`src/rtl/khu_pad_input_conditioner.sv`:
```
// Pad-side input conditioner: stretched, synchronously released core reset plus
// per-channel synchroniser, consecutive-cycle debounce filter and rise/fall pulses.
`timescale 1ns/1ps
module khu_pad_input_conditioner #(
  parameter int              N_CH         = 4,
  parameter int              SYNC_STAGES  = 2,
  parameter int              FILT_CYCLES  = 4,
  parameter int              RSTN_STRETCH = 16,
  parameter logic [N_CH-1:0] RST_VAL      = {N_CH{1'b1}}
) (
  input  logic            i_CLK,
  input  logic            i_RSTN,
  input  logic [N_CH-1:0] i_IN,
  input  logic [N_CH-1:0] i_BYPASS,
  output logic            o_RSTN,
  output logic [N_CH-1:0] o_OUT,
  output logic [N_CH-1:0] o_RISE,
  output logic [N_CH-1:0] o_FALL
);

  localparam int CW = (FILT_CYCLES > 1) ? $clog2(FILT_CYCLES) : 1;
  localparam int SW = (RSTN_STRETCH > 0) ? $clog2(RSTN_STRETCH + 1) : 1;

  logic [SYNC_STAGES-1:0] rst_sync;
  logic                   rst_synced;

  always_ff @(posedge i_CLK or negedge i_RSTN) begin
    if (!i_RSTN) rst_sync <= '0;
    else         rst_sync <= {rst_sync[SYNC_STAGES-2:0], 1'b1};
  end

  assign rst_synced = rst_sync[SYNC_STAGES-1];

  // o_RSTN is registered and launched one edge early so it rises on the exact target edge.
  if (RSTN_STRETCH == 0) begin : g_no_stretch
    always_ff @(posedge i_CLK or negedge i_RSTN) begin
      if (!i_RSTN) o_RSTN <= 1'b0;
      else         o_RSTN <= rst_sync[SYNC_STAGES-2];
    end
  end else begin : g_stretch
    logic [SW-1:0] stretch_cnt;

    always_ff @(posedge i_CLK or negedge i_RSTN) begin
      if (!i_RSTN) begin
        stretch_cnt <= '0;
        o_RSTN      <= 1'b0;
      end else begin
        if (rst_synced && (stretch_cnt != SW'(RSTN_STRETCH)))
          stretch_cnt <= stretch_cnt + SW'(1);
        o_RSTN <= rst_synced && (stretch_cnt >= SW'(RSTN_STRETCH - 1));
      end
    end
  end

  logic [N_CH-1:0] ch_sync [SYNC_STAGES];
  logic [N_CH-1:0] s;
  logic [CW-1:0]   cnt     [N_CH];
  logic [CW-1:0]   cnt_nxt [N_CH];
  logic [N_CH-1:0] out_nxt;

  always_ff @(posedge i_CLK or negedge i_RSTN) begin
    if (!i_RSTN) begin
      for (int k = 0; k < SYNC_STAGES; k++) ch_sync[k] <= RST_VAL;
    end else begin
      ch_sync[0] <= i_IN;
      for (int k = 1; k < SYNC_STAGES; k++) ch_sync[k] <= ch_sync[k-1];
    end
  end

  assign s = ch_sync[SYNC_STAGES-1];

  always_comb begin
    out_nxt = o_OUT;
    cnt_nxt = '{default: '0};
    for (int i = 0; i < N_CH; i++) begin
      if (i_BYPASS[i]) begin
        out_nxt[i] = s[i];
      end else if (s[i] != o_OUT[i]) begin
        if (cnt[i] == CW'(FILT_CYCLES - 1)) out_nxt[i] = s[i];
        else                                cnt_nxt[i] = cnt[i] + CW'(1);
      end
    end
  end

  always_ff @(posedge i_CLK or negedge i_RSTN) begin
    if (!i_RSTN) begin
      cnt    <= '{default: '0};
      o_OUT  <= RST_VAL;
      o_RISE <= '0;
      o_FALL <= '0;
    end else begin
      cnt    <= cnt_nxt;
      o_OUT  <= out_nxt;
      o_RISE <= out_nxt & ~o_OUT;
      o_FALL <= ~out_nxt & o_OUT;
    end
  end

endmodule

```
`config.mk`:
```
export PLATFORM = sky130hd
export DESIGN_NAME = khu_pad_input_conditioner
export DESIGN_NICKNAME = d
export VERILOG_FILES = /design/src/rtl/khu_pad_input_conditioner.sv
export SDC_FILE = /design/constraint.sdc
export NUM_CORES = 1
export LEC_CHECK = 0
export ABC_AREA = 1
export BUFFER_PORTS_ARGS = -buffer_cell sky130_fd_sc_hd__buf_4
export CAP_MARGIN = 5
export CORE_MARGIN = 10
export CORE_UTILIZATION = 40
export CTS_CLUSTER_DIAMETER = 40
export CTS_CLUSTER_SIZE = 16
export DETAILED_ROUTE_END_ITERATION = 10
export GPL_ROUTABILITY_DRIVEN = 0
export GPL_TIMING_DRIVEN = 1
export HOLD_SLACK_MARGIN = 0.05
export SLEW_MARGIN = 15
export SYNTH_ARGS = -nofsm -noshare
export SYNTH_HDL_FRONTEND = slang
export SYNTH_SLANG_ARGS = --single-unit
```
`constraint.sdc`:
```
create_clock -name i_CLK -period 1.6 [get_ports i_CLK]
set_clock_uncertainty 0.05 [all_clocks]
set_input_delay 0.08 -clock i_CLK [delete_from_list [all_inputs] [get_ports i_CLK]]
set_output_delay 0.08 -clock i_CLK [all_outputs]
set_load 0.03 [all_outputs]
```
==> results.txt <==
- Power dissipated by switching net loads: approximately 640 µW
* Cell type with the largest total area after synthesis: dfrtp_1
- Of the total power, registers draw 0.540.
* Core footprint: 3360 µm²
* RSZ-0062 raised after global routing: no
* CP Class: flop to flop
* Routed wire length: roughly 2.4 mm
- In the global route stage, overall resource usage came out at 0.0822.
- Total number of H-tree levels: 2
- Sinks on the clock net: 36
- Yosys instantiated no cell more often than dfrtp_1.
- Number of CTS-inserted buffers: 5
- The first TritonRoute pass finished after 4 iterations.
- Of the total power, the clock network draws 0.251.
- Number of antenna violations at the first check in global routing: 0
* Y dimension of the die: between 70 and 80 µm
- The share of the Yosys chip area taken by registers is 0.655.
- Total of warnings raised by yosys: 0
- The internal power of the cells totals 1.48 mW.
- Measured in cells, the most critical reg-to-reg path has a length of 6.
- Total DRC errors in the routed layout: 0
* Longest Clk Path Bufs: 2
- Number of antenna repair diodes: 0
- Summing all multi-input logic gate instances after layout gives between 400 and 500 µm².
- Post-route non-filler standard cell count: 212
- Synthesis produced approximately 130 cells.
- The share of synthesized area in the top cell type comes to 0.429.
- Iter 0 DRT Violations: 24
- The signal on the critical path passes through ha_1, inv_1, nor3_1, ha_1, nand3b_1, nand2_1.
* Slowest cell delay on critical path: between 400 and 500 ps
* Number of synthesized flops with an enable pin: 0
- For this configuration, the core starts out at a cell density of 0.416.
* Cell mode on critical path: ha_1
- Placed Cells incl. Taps: approximately 200
- The flow ran to the end, and the final reports show no timing, DRC or antenna violations.
- Worst-case register-to-register setup slack: 140 ps
* Fill cell count: around 310
* Distinct cell type count after synthesis: 16
* Number of nets in the synthesized netlist: 144
* Peak Freq: ~0.68 GHz
* Area overhead of the layout relative to synthesis: 27.3%
- Sorting the synthesized cells by how often they occur yields dfrtp_1 (24), inv_1 (20), nand2_1 (17).
* Root Buffer Master: clkbuf_4
* Total I/O pin count: 23
- VDD sags by at most between 0.5 and 0.6 mV.
- HPWL Detailed: 1.72 mm
- Fin crit period: roughly 1500 ps
- For the worst-skew pair, the clock arrives at the later sink with an insertion delay of 330 ps.
- Number of rows in the core area: 21
- Power density normalized to cell area: between 1000 and 1500 nW/µm²
- The routed layout has 957 vias.
* Maximum number of pins on one net before global-route repair: 37
- For this run the aggregate overflow at the end of global routing stands at 0.
- Of all flip-flops after synthesis, the portion carrying an async set or reset was 1.00.
* Arrival time of data at the critical path endpoint: about 1700 ps
- The count of final hold-check violations came to 0.
- Crit path required time: ~1800 ps
- After detailed routing, the average wire length per cell comes to approximately 11 µm.
- In the routed layout, each cell is associated on average with a via count of between 4 and 5.
- Clock-pin slew was measured on the worst setup and hold paths at between 100 and 150 ps.
- Max FO, Critical Path: 6
- Sequential cell area in the final layout: 916 µm²
* Setup_tns: 0 ps
* Worst reg2reg startpoint: g_stretch.stretch_cnt[1]
- By area the synthesized netlist is led by dfrtp_1 (43%), dfstp_2 (23%), ha_1 (6.3%), inv_1 (5.4%), nor3_1 (4.7%).
* Total leakage power: 0.905 nW
- The worst setup path is launched from a flop.
* Horiz. Die Dim: approximately 79 µm
* Number of max-slew violations in the final report: 0
* Number of global-route vias before repair: roughly 980
- Final net count: around 180
- The die covers about 6300 µm².
* Fraction of the cycle the final worst path needs: 0.913
* Avg Synthesized Cell Area: 11.0 µm²
- Buffers added on ports: 22
* Count of nets left with antenna violations after detail routing: 0
* Cell family with the largest share of critical-path delay: flip-flops
- In this run the cell area of the synthesized design comes to 1400 µm².
- Number of buffer and inverter stages on the critical path: 1
* Number of register bits inferred by synthesis: 36
* Fraction of power consumed by combinational cells: 0.210
- Crit Reg-Reg Endpoint: g_stretch.stretch_cnt[4]
- Count of endpoints failing setup in the final report: 0
- The worst setup path is captured at a flop.
* Switching share of power: 0.303
- In the final layout, the share of cells above drive strength 1 is 0.289.
* Top flip-flop cell by instance count after synthesis: dfrtp_1
* Clock tree from TritonCTS: done
- Cell at the slowest stage of the critical path: dfrtp_1
- The tool flagged a number of max-cap violations equal to 0.
- The first global-routing pass estimated ~4.1 mm of wire.
- The worst hold path belongs to the class input port to async pin.
==> worst max path at each step <==
stage,endpoint,startpoint,depth (start not counted),slack [ps]
floorplan,g_stretch.stretch_cnt[4],g_stretch.stretch_cnt[1],6,260
global placement,g_stretch.stretch_cnt[4],g_stretch.stretch_cnt[0],6,230
detailed placement,g_stretch.stretch_cnt[4],g_stretch.stretch_cnt[1],6,140
CTS,g_stretch.stretch_cnt[4],g_stretch.stretch_cnt[1],6,120
global route,g_stretch.stretch_cnt[4],g_stretch.stretch_cnt[0],6,30
finish,g_stretch.stretch_cnt[4],g_stretch.stretch_cnt[1],6,140
==> power groups by stage <==
stage | clock (mW) | combinational (mW) | sequential [mW]
floorplan | 0 | 0.237 | 1.21
global placement | 0 | 0.421 | 1.16
detailed placement | 0 | 0.435 | 1.16
CTS | 0.559 | 0.453 | 1.15
global route | 0.593 | 0.508 | 1.17
finish | 0.532 | 0.445 | 1.15
==> layout by cell type (no fill, tap or decap), types with 6 or more instances in the layout <==
cell type      Yosys  layout
buf_4              0      22
nand2_1           17      17
dlygate4sd3_1      0       9
dfrtp_1           24      24
nor3_1            13      13
dfstp_2           12      12
nor2_1             9       9
ha_1               7       7
a21oi_1            6       6
inv_1             20      20
==> routing by layer <==
metal | global-route usage | routed length [µm] | vias up
met3 | 0.0394 | 153 | 8
li1 | - | - | 475
met5 | 0 | 0 | -
met2 | 0.133 | 1120 | 21
met4 | 0.0430 | 50 | 0
met1 | 0.0874 | 1040 | 453
==> area by class of cell <==
cell class                 instances  area share
clock buffer                       8      0.0387
inverter                          20      0.0422
sequential                        36       0.514
multi-input combinational         71       0.229
timing repair buffer              31       0.143
tap                               46      0.0323
==> state kept, by name, summed over array words and instances, names as in the netlist <==
name	count
g_stretch.stretch_cnt	5
rst_sync	2
s	4
ch_sync	4
o_RSTN	1
o_FALL	4
cnt	8
o_OUT	4
o_RISE	4
==> logic make-up (layout without fill, tap and decap cells) <==
family,count (synthesis),in the layout,synth area share
buf+inv,20,59,0.0537
simple gates,53,53,0.180
flops,36,36,0.655
fa+ha+maj,7,7,0.0626
other cells,1,1,0.00268
compound gates,6,6,0.0215
xor+xnor,4,4,0.0250
==> stage by stage <==
| stage | power (mW) | area (µm²) | setup slack, ps | hold slack [ps] | utilization |
|---|---|---|---|---|---|
| 4_1_cts | 2.16 | 1780 | 117 | 182 | 0.529 |
| 3_5_place_dp | 1.60 | 1620 | 141 | 11.0 | 0.482 |
| 6_report | 2.12 | 1780 | 140 | 169 | 0.529 |
| 5_1_grt | 2.27 | 1780 | 25.2 | 183 | 0.529 |
| 2_1_floorplan | 1.44 | 1400 | 264 | -266 | - |
| 3_3_place_gp | 1.58 | 1620 | 231 | 4.23 | 0.482 |
==> repair_timing <==
item,CTS,global route
buffers inserted,0,0
endpoints found under the hold margin,54,0
resized for setup,0,0
hold buffers,9,0
No activity file was read; power rests on OpenSTA's default activity.
